## config.mk

```make
export PLATFORM = sky130hd
export DESIGN_NAME = alu_sequencer
export DESIGN_NICKNAME = d
export VERILOG_FILES = /design/src/rtl/alu_sequencer.sv
export SDC_FILE = /design/constraint.sdc
export NUM_CORES = 1
export LEC_CHECK = 0
export ABC_AREA = 1
export CORE_MARGIN = 8
export CORE_UTILIZATION = 45
export CTS_CLUSTER_DIAMETER = 150
export DETAILED_ROUTE_END_ITERATION = 10
export DONT_BUFFER_PORTS = 1
export PLACE_DENSITY = 0.66
export SYNTH_ARGS = -nofsm -noshare
export SYNTH_HDL_FRONTEND = slang
export SYNTH_SLANG_ARGS = --single-unit
```

## constraint.sdc

```tcl
create_clock -name clk -period 1.1 [get_ports clk]
set_input_delay 0.055 -clock clk [delete_from_list [all_inputs] [get_ports clk]]
set_output_delay 0.055 -clock clk [all_outputs]
set_load 0.005 [all_outputs]
```

## src/rtl/alu_sequencer.sv

```systemverilog
// alu_sequencer: fetch/decode/execute control unit driving the ALU, accumulator and carry register.
// Define SEQ_ZERO_JUMP_EN to enable the JZ/JNZ opcodes (0xC/0xD) that test acc_zero.
`ifndef ALU_ADD
`define ALU_ADD 3'd0
`endif
`ifndef ALU_SUB
`define ALU_SUB 3'd1
`endif
`ifndef ALU_AND
`define ALU_AND 3'd2
`endif
`ifndef ALU_OR
`define ALU_OR 3'd3
`endif
`ifndef ALU_XOR
`define ALU_XOR 3'd4
`endif
`ifndef ALU_NOT
`define ALU_NOT 3'd5
`endif
`ifndef ALU_LD
`define ALU_LD 3'd6
`endif

module alu_sequencer (
  input  logic        clk,
  input  logic        nReset,
  input  logic        run,
  input  logic [11:0] instr_in,
  input  logic        cy_in,
  input  logic        acc_zero,
  output logic [7:0]  pc_out,
  output logic [2:0]  alu_code,
  output logic [7:0]  r_out,
  output logic        ci_out,
  output logic        a_ce,
  output logic        cy_ce,
  output logic        halted
);

  typedef enum logic [1:0] {
    IDLE  = 2'd0,
    FETCH = 2'd1,
    EXEC  = 2'd2,
    HALT  = 2'd3
  } state_t;

  localparam logic [3:0] OP_LDI  = 4'h1;
  localparam logic [3:0] OP_ADDI = 4'h2;
  localparam logic [3:0] OP_SUBI = 4'h3;
  localparam logic [3:0] OP_ANDI = 4'h4;
  localparam logic [3:0] OP_ORI  = 4'h5;
  localparam logic [3:0] OP_XORI = 4'h6;
  localparam logic [3:0] OP_NOT  = 4'h7;
  localparam logic [3:0] OP_JMP  = 4'h8;
  localparam logic [3:0] OP_JC   = 4'h9;
  localparam logic [3:0] OP_JNC  = 4'hA;
  localparam logic [3:0] OP_HLT  = 4'hB;
`ifdef SEQ_ZERO_JUMP_EN
  localparam logic [3:0] OP_JZ   = 4'hC;
  localparam logic [3:0] OP_JNZ  = 4'hD;
`endif
  localparam logic [3:0] OP_ADCI = 4'hE;

  typedef struct packed {
    logic [2:0] code;
    logic       a_en;
    logic       c_en;
    logic       use_cy;
  } dec_t;

  // NOP, jumps, HLT and unused opcodes fall through to "no strobes, LD code"
  function automatic dec_t decode(input logic [3:0] op);
    dec_t d;
    d.code   = `ALU_LD;
    d.a_en   = 1'b0;
    d.c_en   = 1'b0;
    d.use_cy = 1'b0;
    case (op)
      OP_LDI:  d.a_en = 1'b1;
      OP_ADDI: begin d.code = `ALU_ADD; d.a_en = 1'b1; d.c_en = 1'b1; end
      OP_SUBI: begin d.code = `ALU_SUB; d.a_en = 1'b1; d.c_en = 1'b1; end
      OP_ANDI: begin d.code = `ALU_AND; d.a_en = 1'b1; end
      OP_ORI:  begin d.code = `ALU_OR;  d.a_en = 1'b1; end
      OP_XORI: begin d.code = `ALU_XOR; d.a_en = 1'b1; end
      OP_NOT:  begin d.code = `ALU_NOT; d.a_en = 1'b1; end
      OP_ADCI: begin d.code = `ALU_ADD; d.a_en = 1'b1; d.c_en = 1'b1; d.use_cy = 1'b1; end
      default: d.code = `ALU_LD;
    endcase
    return d;
  endfunction

  state_t     state_r, state_s;
  logic [7:0] pc_r, pc_s;
  logic [11:0] ir_r, ir_s;
  logic [2:0] code_r, code_s;
  logic [7:0] r_r, r_s;
  logic       ci_r, ci_s;
  logic       a_ce_r, a_ce_s;
  logic       cy_ce_r, cy_ce_s;
  logic       halted_r, halted_s;
  logic       take_s;
  dec_t       dec_s;

`ifndef SEQ_ZERO_JUMP_EN
  logic unused_acc_zero_s;
  assign unused_acc_zero_s = acc_zero;
`endif

  // Jump resolution on the instruction held in IR, using flags as seen during EXEC
  always_comb begin
    take_s = 1'b0;
    case (ir_r[11:8])
      OP_JMP:  take_s = 1'b1;
      OP_JC:   take_s = cy_in;
      OP_JNC:  take_s = ~cy_in;
`ifdef SEQ_ZERO_JUMP_EN
      OP_JZ:   take_s = acc_zero;
      OP_JNZ:  take_s = ~acc_zero;
`endif
      default: take_s = 1'b0;
    endcase
  end

  // Next state; control outputs for EXEC are prepared during FETCH so they leave a register
  always_comb begin
    state_s  = state_r;
    pc_s     = pc_r;
    ir_s     = ir_r;
    code_s   = `ALU_LD;
    r_s      = 8'd0;
    ci_s     = 1'b0;
    a_ce_s   = 1'b0;
    cy_ce_s  = 1'b0;
    halted_s = halted_r;
    dec_s    = decode(instr_in[11:8]);
    case (state_r)
      IDLE: begin
        if (run) begin
          state_s = FETCH;
        end else begin
          state_s = IDLE;
        end
      end
      FETCH: begin
        ir_s    = instr_in;
        pc_s    = pc_r + 8'd1;
        state_s = EXEC;
        code_s  = dec_s.code;
        r_s     = instr_in[7:0];
        a_ce_s  = dec_s.a_en;
        cy_ce_s = dec_s.c_en;
        // RegCY cannot change between FETCH and EXEC, so this equals cy_in during EXEC
        ci_s    = dec_s.use_cy & cy_in;
      end
      EXEC: begin
        if (ir_r[11:8] == OP_HLT) begin
          state_s  = HALT;
          halted_s = 1'b1;
        end else begin
          state_s = FETCH;
        end
        if (take_s) begin
          pc_s = ir_r[7:0];
        end else begin
          pc_s = pc_r;
        end
      end
      HALT: begin
        state_s  = HALT;
        halted_s = 1'b1;
      end
      default: state_s = IDLE;
    endcase
  end

  // State, PC, IR and registered control outputs
  always_ff @(posedge clk or negedge nReset) begin
    if (!nReset) begin
      state_r  <= IDLE;
      pc_r     <= 8'd0;
      ir_r     <= 12'd0;
      code_r   <= `ALU_LD;
      r_r      <= 8'd0;
      ci_r     <= 1'b0;
      a_ce_r   <= 1'b0;
      cy_ce_r  <= 1'b0;
      halted_r <= 1'b0;
    end else begin
      state_r  <= state_s;
      pc_r     <= pc_s;
      ir_r     <= ir_s;
      code_r   <= code_s;
      r_r      <= r_s;
      ci_r     <= ci_s;
      a_ce_r   <= a_ce_s;
      cy_ce_r  <= cy_ce_s;
      halted_r <= halted_s;
    end
  end

  assign pc_out   = pc_r;
  assign alu_code = code_r;
  assign r_out    = r_r;
  assign ci_out   = ci_r;
  assign a_ce     = a_ce_r;
  assign cy_ce    = cy_ce_r;
  assign halted   = halted_r;

endmodule
```

Word-level counts from Yosys, hierarchy flattened
Index checks and enable logic that the tools add are counted.

Register bits after elaboration: 37. Bits of input ports: 17.

Add/sub/neg operators: 1. Equal/unequal tests: 17. Mux-type cells: 17. Bitwise gates (word level): 2. Reductions and logical operators: 8.

Operator list (count): $eq A4 B4 Y1 const B (5); $pmux W3 S6 (1); $eq A4 B3 Y1 const B (4); $mux W8 (2); $pmux W8 S2 (1); $add A8 B1 Y8 const B (1); $eq A4 B2 Y1 const B (2); $mux W1 (8); $pmux W2 S4 (1); $reduce_or A8 Y1 (1); $eq A2 B2 Y1 const B (2); $eq A4 B1 Y1 const B (1); $ne A2 B2 Y1 const B (2); $reduce_and A2 Y1 (2); $reduce_bool A2 Y1 (2); $mux W3 (1); $pmux W1 S3 (1); $reduce_or A3 Y1 (1); $eq A2 B1 Y1 const B (1); $logic_not A2 Y1 (1); $mux W2 (1); $pmux W1 S2 (1); $reduce_or A2 Y1 (1); $and A1 B1 Y1 (1); $not A1 Y1 (1).

Depth between registers and ports, before layout
Gate-level depths: netlist of run 1.

Depth in word-level cells: 4. Gate-level depth with buffers: 8. Depth with buffers taken out: 8.

Least setup slack after synthesis of run 1
Ideal clock, no wire load.

Path kind: register to register. Start point: register pc_r[1] (netlist: pc_out[1]). End point: register pc_r[6] (netlist: pc_out[6]). Arrival time: 996 ps. Path slack: -13 ps. Stages on the path, launching flop included: 9. Path buffers: 0. Path through: dfrtp_1 ha_1 nand2_1 nor2_1 nand2_1 nand2_1 nand3_1 nand2_1 nand2_1.

Word-level cells in the longest chain between the ends: 2.

RTL lines: from (decl) (RTL line 94) `logic [7:0] pc_r, pc_s;`; from (signal assigned) (RTL line 191) `pc_r <= pc_s;`; $add A8 B1 Y8 (RTL line 147) `pc_s = pc_r + 8'd1;`; $pmux W8 S2 (RTL line 137) `case (state_r)`.

Every way passes these cells. A chain may end at the register's enable or synchronous reset.

Worst setup path after layout of run 1
Start point: register state_r[1]. End point: register ir_r[5].

Word-level cells in the longest chain between the ends: 1.

RTL lines: from (decl) (RTL line 93) `state_t state_r, state_s;`; from (signal assigned) (RTL line 190) `state_r <= state_s;`; $eq A2 B1 Y1 (RTL line 137); to (signal assigned) (RTL line 192) `ir_r <= ir_s;`; to (decl) (RTL line 95) `logic [11:0] ir_r, ir_s;`.

Every way passes these cells.

==> results.sh, run 1 <==
export IMPL_status="finished, violations left"
export IMPL_failed_checks="negative setup slack"
export IMPL_timing_final_ws_setup_ns=-0.0812
export IMPL_drc=0
export IMPL_drv_slew=0
export IMPL_grt_antenna_before_repair=0
export IMPL_ioPinCount=40
export IMPL_synth_seq_area_share_pct=56.4
export IMPL_cp_end_kind="flop"
export IMPL_worstReg2RegStart="state_r[1]"
export IMPL_setup_viol=11
export IMPL_die_h_microns=76.5
export IMPL_nNetsFinal=252
export IMPL_postRouteAntennaNets=0
export IMPL_stdcell_count=283
export IMPL_min_path_type="input port to async pin"
export IMPL_cp_max_fo=13
export IMPL_synth_warnings=0
export IMPL_rsz0062_at_grt="true"
export IMPL_post_route_util_pct=63.0
export IMPL_path_clk_slew_ns=0.12
export IMPL_postSynthAreaPerCell_sq_um=8.53
export IMPL_r2r_cells=6
export IMPL_detailed_place_area_sq_um=1810
export IMPL_portBuffers=0
export IMPL_vdd_ir_drop_max_v=0.00134
export IMPL_worst_pin_slew_ns=0.239
export IMPL_die_area_sq_um=5850
export IMPL_grt_pass1_wl_microns=6200
export IMPL_fin_skew_ns=0.0103
export IMPL_grt_pass1_vias=1335
export IMPL_synth_cell_types=20
export IMPL_finalSetupTns_ns=-0.400
export IMPL_drt_first_pass_iters=4
export IMPL_timing_fmax_mhz=847
export IMPL_critPathArrivalTime_ns=1.41
export IMPL_grtUsageTotal_pct=12.9
export IMPL_cts_tree="done"
export IMPL_cts_buffers=5
export IMPL_hold_violations=0
export IMPL_critical_path_required_ns=1.33
export IMPL_finalCritPeriodShare_pct=107
export IMPL_pwr_density_cell_nw_per_um2=2790
export IMPL_fin_area_sq_um=2250
export IMPL_timing_slew_headroom_pct=83.9
export IMPL_die_w_microns=76.5
export IMPL_dp_cells=252
export IMPL_grt_max_degree=38
export IMPL_synth_seq_cells=37
export IMPL_num_vias=1366
export IMPL_synthCells=193
export IMPL_root_buffer="clkbuf_4"
export IMPL_fill_cells=319
export IMPL_diodes=0
export IMPL_place_congestion=0.796
export IMPL_clock_sinks=37
export IMPL_coreArea_sq_um=3580
export IMPL_overflow=0
export IMPL_power_leakage_nw=1.14
export IMPL_synth_area_sq_um=1650
export IMPL_drive_above_1_share_pct=28.1
export IMPL_initial_core_util_pct=46.0
export IMPL_wl_per_cell_microns=13.2
export IMPL_criticalPathCategory="flop to flop"
export IMPL_wl_microns=3730
export IMPL_synthToLayoutAreaGrowth_pct=36.9
export IMPL_worstSkewPairLatency_ns=0.34
export IMPL_syn_num_nets=211
export IMPL_maxCapViolations=0
export IMPL_hpwl_microns=2480
export IMPL_min_period_ns=1.18
export IMPL_reg2reg_to="ir_r[5]"
export IMPL_cts_buffer_depth=2
export IMPL_rrSetupSlack_ns=-0.08
export IMPL_cts_max_level=2
export IMPL_drtIter0Drc=119
export IMPL_via_per_inst=4.83
export IMPL_timing_hold_ws_ns=0.141
export IMPL_critical_path_startpoint_type="flop"
export IMPL_rows=22
## registers in the layout (all words and copies together), names as in the netlist
signal and flops:
a_ce 1, alu_code 3, ci_out 1, cy_ce 1
halted 1, ir_r 12, pc_out 8, r_out 8
state_r 2
## critical path: stages (launching register included)
cell,delay [ns]
dfrtp_2,0.46
inv_1,0.11
nand2_4,0.08
buf_12,0.16
buf_4,0.14
nand2_1,0.05
o21ai_0,0.07
## per-stage QoR
| stage | total power [mW] | setup WS [ns] |
|---|---|---|
| global route | 6.76 | -0.145 |
| CTS | 5.70 | -0.101 |
| finish | 6.29 | -0.0812 |
| detailed placement | 4.46 | -0.130 |
| global placement | 4.38 | -0.0422 |
| floorplan | 3.65 | -0.0127 |
## cells by family (layout without fill, tap and decap cells)
logic type / count (synthesis) / after routing / synth area share, %
AO/OA/AOI/OAI: 28 / 28 / 9.35
adder cells (fa/ha/maj): 1 / 1 / 0.760
buffers and inverters: 36 / 77 / 8.89
AND/OR/NAND/NOR: 91 / 92 / 24.6
flip-flops: 37 / 37 / 56.4
## cells in the final DEF (no fill, tap or decap)
cell type,synthesis,layout
nand2_1,42,36
dfrtp_1,35,33
inv_1,31,27
nand3_1,19,18
buf_4,2,16
dlygate4sd3_1,0,15
nor2_1,20,13
o21ai_0,13,8
o21ai_1,4,7
nand2_4,2,5
nand2_2,2,5
clkbuf_4,0,5
buf_6,0,5
inv_2,0,4
nor2_2,0,4
nor2_4,1,4
a21oi_2,0,4
o21bai_1,5,4
nor3_1,2,2
nand3b_1,2,2
o21ai_2,0,2
dfstp_2,2,2
buf_12,0,2
dfrtp_2,0,2
nand4_1,1,1
a21oi_1,5,1
o21bai_4,0,1
nand2_8,0,1
nand3_2,0,1
o22ai_1,1,1
ha_2,0,1
clkbuf_1,0,1
clkbuf_8,0,1
bufinv_16,0,1
## repair_timing
item | in CTS | in global routing
pin swaps | 2 | 5
resized for setup | 7 | 39
hold buffers | 16 | 0
setup buffers | 2 | 4
endpoints found under the setup margin | 8 | 20
gates cloned | 1 | 0
endpoints found under the hold margin | 64 | 0
## Yosys cell counts
| cell | n | area [sq um] |
|---|---|---|
| a21oi_1 | 5 | 25.0 |
| buf_2 | 3 | 15.0 |
| buf_4 | 2 | 15.0 |
| dfrtp_1 | 35 | 876 |
| dfstp_2 | 2 | 52.6 |
| ha_1 | 1 | 12.5 |
| inv_1 | 31 | 116 |
| nand2_1 | 42 | 158 |
| nand2_2 | 2 | 12.5 |
| nand2_4 | 2 | 22.5 |
| nand3_1 | 19 | 95.1 |
| nand3b_1 | 2 | 15.0 |
| nand4_1 | 1 | 6.26 |
| nor2_1 | 20 | 75.1 |
| nor2_4 | 1 | 11.3 |
| nor3_1 | 2 | 10.0 |
| o21ai_0 | 13 | 65.1 |
| o21ai_1 | 4 | 20.0 |
| o21bai_1 | 5 | 37.5 |
| o22ai_1 | 1 | 6.26 |
## final cells by class
class                   count  area, sq um  share of cell area, %
flip-flops and latches     37          931                   41.3
multi-input cells         121          696                   30.9
repair buffers             38          367                   16.3
inverters                  31          116                   5.16
well taps                  48         60.1                   2.66
clock buffers               7         55.1                   2.44
clock inverters             1         30.0                   1.33
## worst max-delay path by stage
stage / cells after the start / endpoint / startpoint
2_1_floorplan: 8 / pc_out[6] / pc_out[1]
3_3_place_gp: 8 / pc_out[6] / pc_out[0]
3_5_place_dp: 8 / pc_out[6] / pc_out[0]
4_1_cts: 8 / pc_out[6] / pc_out[1]
5_1_grt: 7 / pc_out[4] / state_r[0]
6_report: 6 / ir_r[5] / state_r[1]
## power breakdown
group          switching [mW]  internal [mW]  total [mW]
registers               0.330           1.91        2.24
logic                    1.68           1.37        3.05
clock network           0.452          0.543       0.994
total                    2.46           3.82        6.29
## metal layers
| layer | GRT usage [%] | wire, microns | vias to the layer above |
|---|---|---|---|
| li1 | - | - | 691 |
| met1 | 14.5 | 1560 | 638 |
| met2 | 20.4 | 1830 | 30 |
| met3 | 6.37 | 284 | 7 |
| met4 | 4.81 | 55 | 0 |
| met5 | 0 | 0 | - |
Note: power is estimated with default switching activity, not from simulation.
==> inputs of run 2 (changes only) <==
--- a/config.mk
+++ b/config.mk
@@ -12,6 +12,7 @@
 export DETAILED_ROUTE_END_ITERATION = 10
 export DONT_BUFFER_PORTS = 1
 export PLACE_DENSITY = 0.66
+export SKIP_CTS_REPAIR_TIMING = 1
 export SYNTH_ARGS = -nofsm -noshare
 export SYNTH_HDL_FRONTEND = slang
 export SYNTH_SLANG_ARGS = --single-unit
==> constraint.sdc (replaced) <==
create_clock -name clk -period 1.1 [get_ports clk]
set_input_delay 0.11 -clock clk [delete_from_list [all_inputs] [get_ports clk]]
set_output_delay 0.11 -clock clk [all_outputs]
set_load 0.005 [all_outputs]
==> results.sh, run 2 (same netlist as run 1, synthesis figures left out) <==
export IMPL_layout_commonest_cell="nand2_1"
export IMPL_path_clk_slew_ns=0.12
export IMPL_drv_slew=0
export IMPL_diodes=0
export IMPL_cpMaxStageDelayCell="dfrtp_1"
export IMPL_fill_cells=318
export IMPL_wl_met1_microns=1590
export IMPL_cts_max_level=2
export IMPL_timing_hold_ws_ns=0.0295
export IMPL_ioPinCount=40
export IMPL_worstSetupEndpoint="pc_out[6]"
export IMPL_criticalPathCategory="flop to flop"
export IMPL_critical_path_startpoint_type="flop"
export IMPL_stdcell_count=285
export IMPL_grt_antenna_before_repair=0
export IMPL_startpoint="pc_out[1]"
export IMPL_num_vias=1413
export IMPL_intPower_mw=3.60
export IMPL_worstSkewPairLatency_ns=0.34
export IMPL_min_path_type="input port to flop"
export IMPL_timing_slew_headroom_pct=80.1
export IMPL_critPathArrivalTime_ns=1.45
export IMPL_place_congestion=0.813
export IMPL_grt_pass1_wl_microns=6020
export IMPL_p_sw_mw=2.49
export IMPL_die_h_microns=76.5
export IMPL_grt_max_degree=38
export IMPL_critical_path_required_ns=1.34
export IMPL_via_per_inst=4.96
export IMPL_cts_buffer_depth=2
export IMPL_wl_per_cell_microns=13.8
export IMPL_maxCapViolations=0
export IMPL_drc=0
export IMPL_drtIter0Drc=89
export IMPL_portBuffers=0
export IMPL_r2r_cells=8
export IMPL_reg2reg_to="pc_out[6]"
export IMPL_hpwl_microns=2470
export IMPL_rows=22
export IMPL_synthToLayoutAreaGrowth_pct=37.3
export IMPL_min_period_ns=1.20
export IMPL_vdd_ir_drop_max_v=0.00117
export IMPL_clock_sinks=37
export IMPL_finalCritPeriodShare_pct=109
export IMPL_power_frac_clock_pct=11.7
export IMPL_hold_violations=0
export IMPL_fin_skew_ns=0.00645
export IMPL_coreArea_sq_um=3580
export IMPL_cts_buffers=5
export IMPL_cts_tree="done"
export IMPL_worstPathCellList="ha_2 -> nand2_4 -> nor2_4 -> nand2_1 -> nand2_1 -> nand3_1 -> nand2_1 -> nand2_1"
export IMPL_wl_microns=3940
export IMPL_rrSetupSlack_ns=-0.10
export IMPL_topRoutingLayerUsed="met4"
export IMPL_cp_end_kind="flop"
export IMPL_setup_viol=9
export IMPL_switching_share_pct=41.0
export IMPL_p_seq_share_pct=37.0
export IMPL_combPwrFrac_pct=51.2
export IMPL_post_route_util_pct=63.2
export IMPL_power_leakage_nw=1.14
export IMPL_root_buffer="clkbuf_4"
export IMPL_nNetsFinal=254
export IMPL_status="finished, violations left"
export IMPL_worstReg2RegStart="pc_out[1]"
export IMPL_wl_met3_microns=315
export IMPL_drt_first_pass_iters=4
export IMPL_detailed_place_area_sq_um=1820
export IMPL_die_area_sq_um=5850
export IMPL_largest_reg_flops=12
export IMPL_failed_checks="negative setup slack"
export IMPL_slowest_delay_ns=0.41
export IMPL_worst_pin_slew_ns=0.296
export IMPL_wl_met2_microns=1960
export IMPL_cp_max_fo=4
export IMPL_timing_fmax_mhz=832
export IMPL_drive_above_1_share_pct=29.1
export IMPL_layout_common_cells="nand2_1 (37), dfrtp_1 (33), inv_1 (27)"
export IMPL_rsz0062_at_grt="true"
export IMPL_grtUsageTotal_pct=12.4
export IMPL_dp_cells=253
export IMPL_overflow=0
export IMPL_top_register="ir_r"
export IMPL_crit_top_cell="nand2_1"
export IMPL_postRouteAntennaNets=0
export IMPL_fin_area_sq_um=2260
export IMPL_initial_core_util_pct=46.0
export IMPL_grt_pass1_vias=1365
export IMPL_die_w_microns=76.5
export IMPL_pwr_density_cell_nw_per_um2=2690
export IMPL_timing_final_ws_setup_ns=-0.103
run 2: cell count changes in the layout (fill, tap and decap cells not counted), moves of 2 or more:
cell / change
nor2_2: +5
clkinv_2: +2
nand2_2: -2
nor2_1: -4
run 2: power by group through the flow:
stage	logic (mW)	clock network (mW)	registers, mW
finish	3.12	0.714	2.26
global route	3.45	0.772	2.32
CTS	2.24	0.731	2.22
detailed placement	2.22	0	2.25
global placement	2.17	0	2.23
floorplan	1.44	0	2.21
run 2: how the worst min path moves through the flow:
stage / start / to / slack [ns] / cells after the start
4_1_cts: nReset / r_out[1] / -0.57 / 0
5_1_grt: instr_in[10] / alu_code[0] / 0.04 / 2
3_3_place_gp: nReset / r_out[1] / -0.18 / 0
6_report: instr_in[10] / alu_code[0] / 0.03 / 2
3_5_place_dp: nReset / r_out[1] / -0.18 / 0
2_1_floorplan: nReset / a_ce / -0.19 / 0
run 2: layout make-up:
class	instances	area, sq um	area share [%]
well taps	48	60.1	2.66
flip-flops and latches	37	931	41.2
clock inverters	3	17.5	0.775
clock buffers	5	37.5	1.66
inverters	31	119	5.26
repair buffers	40	403	17.8
multi-input cells	121	693	30.7
run 2: worst max-delay path, delay by kind of cell (launching register included):
family	cells	cell delay [ns]
simple gates	7	0.46
flops	1	0.41
fa+ha+maj	1	0.22
run 2: per-stage QoR:
stage          power, mW  setup TNS [ns]  worst slack (ns)
3_5_place_dp        4.47          -0.219            -0.124
2_1_floorplan       3.65         -0.0127           -0.0127
5_1_grt             6.54           -1.26            -0.205
3_3_place_gp        4.40         -0.0522           -0.0424
4_1_cts             5.19          -0.458            -0.154
6_report            6.09          -0.370            -0.103
run 2: per-layer routing:
metal,up-vias,track usage [%]
met5,-,0
met4,0,6.73
met3,9,5.78
met2,43,19.6
met1,667,13.5
li1,694,-
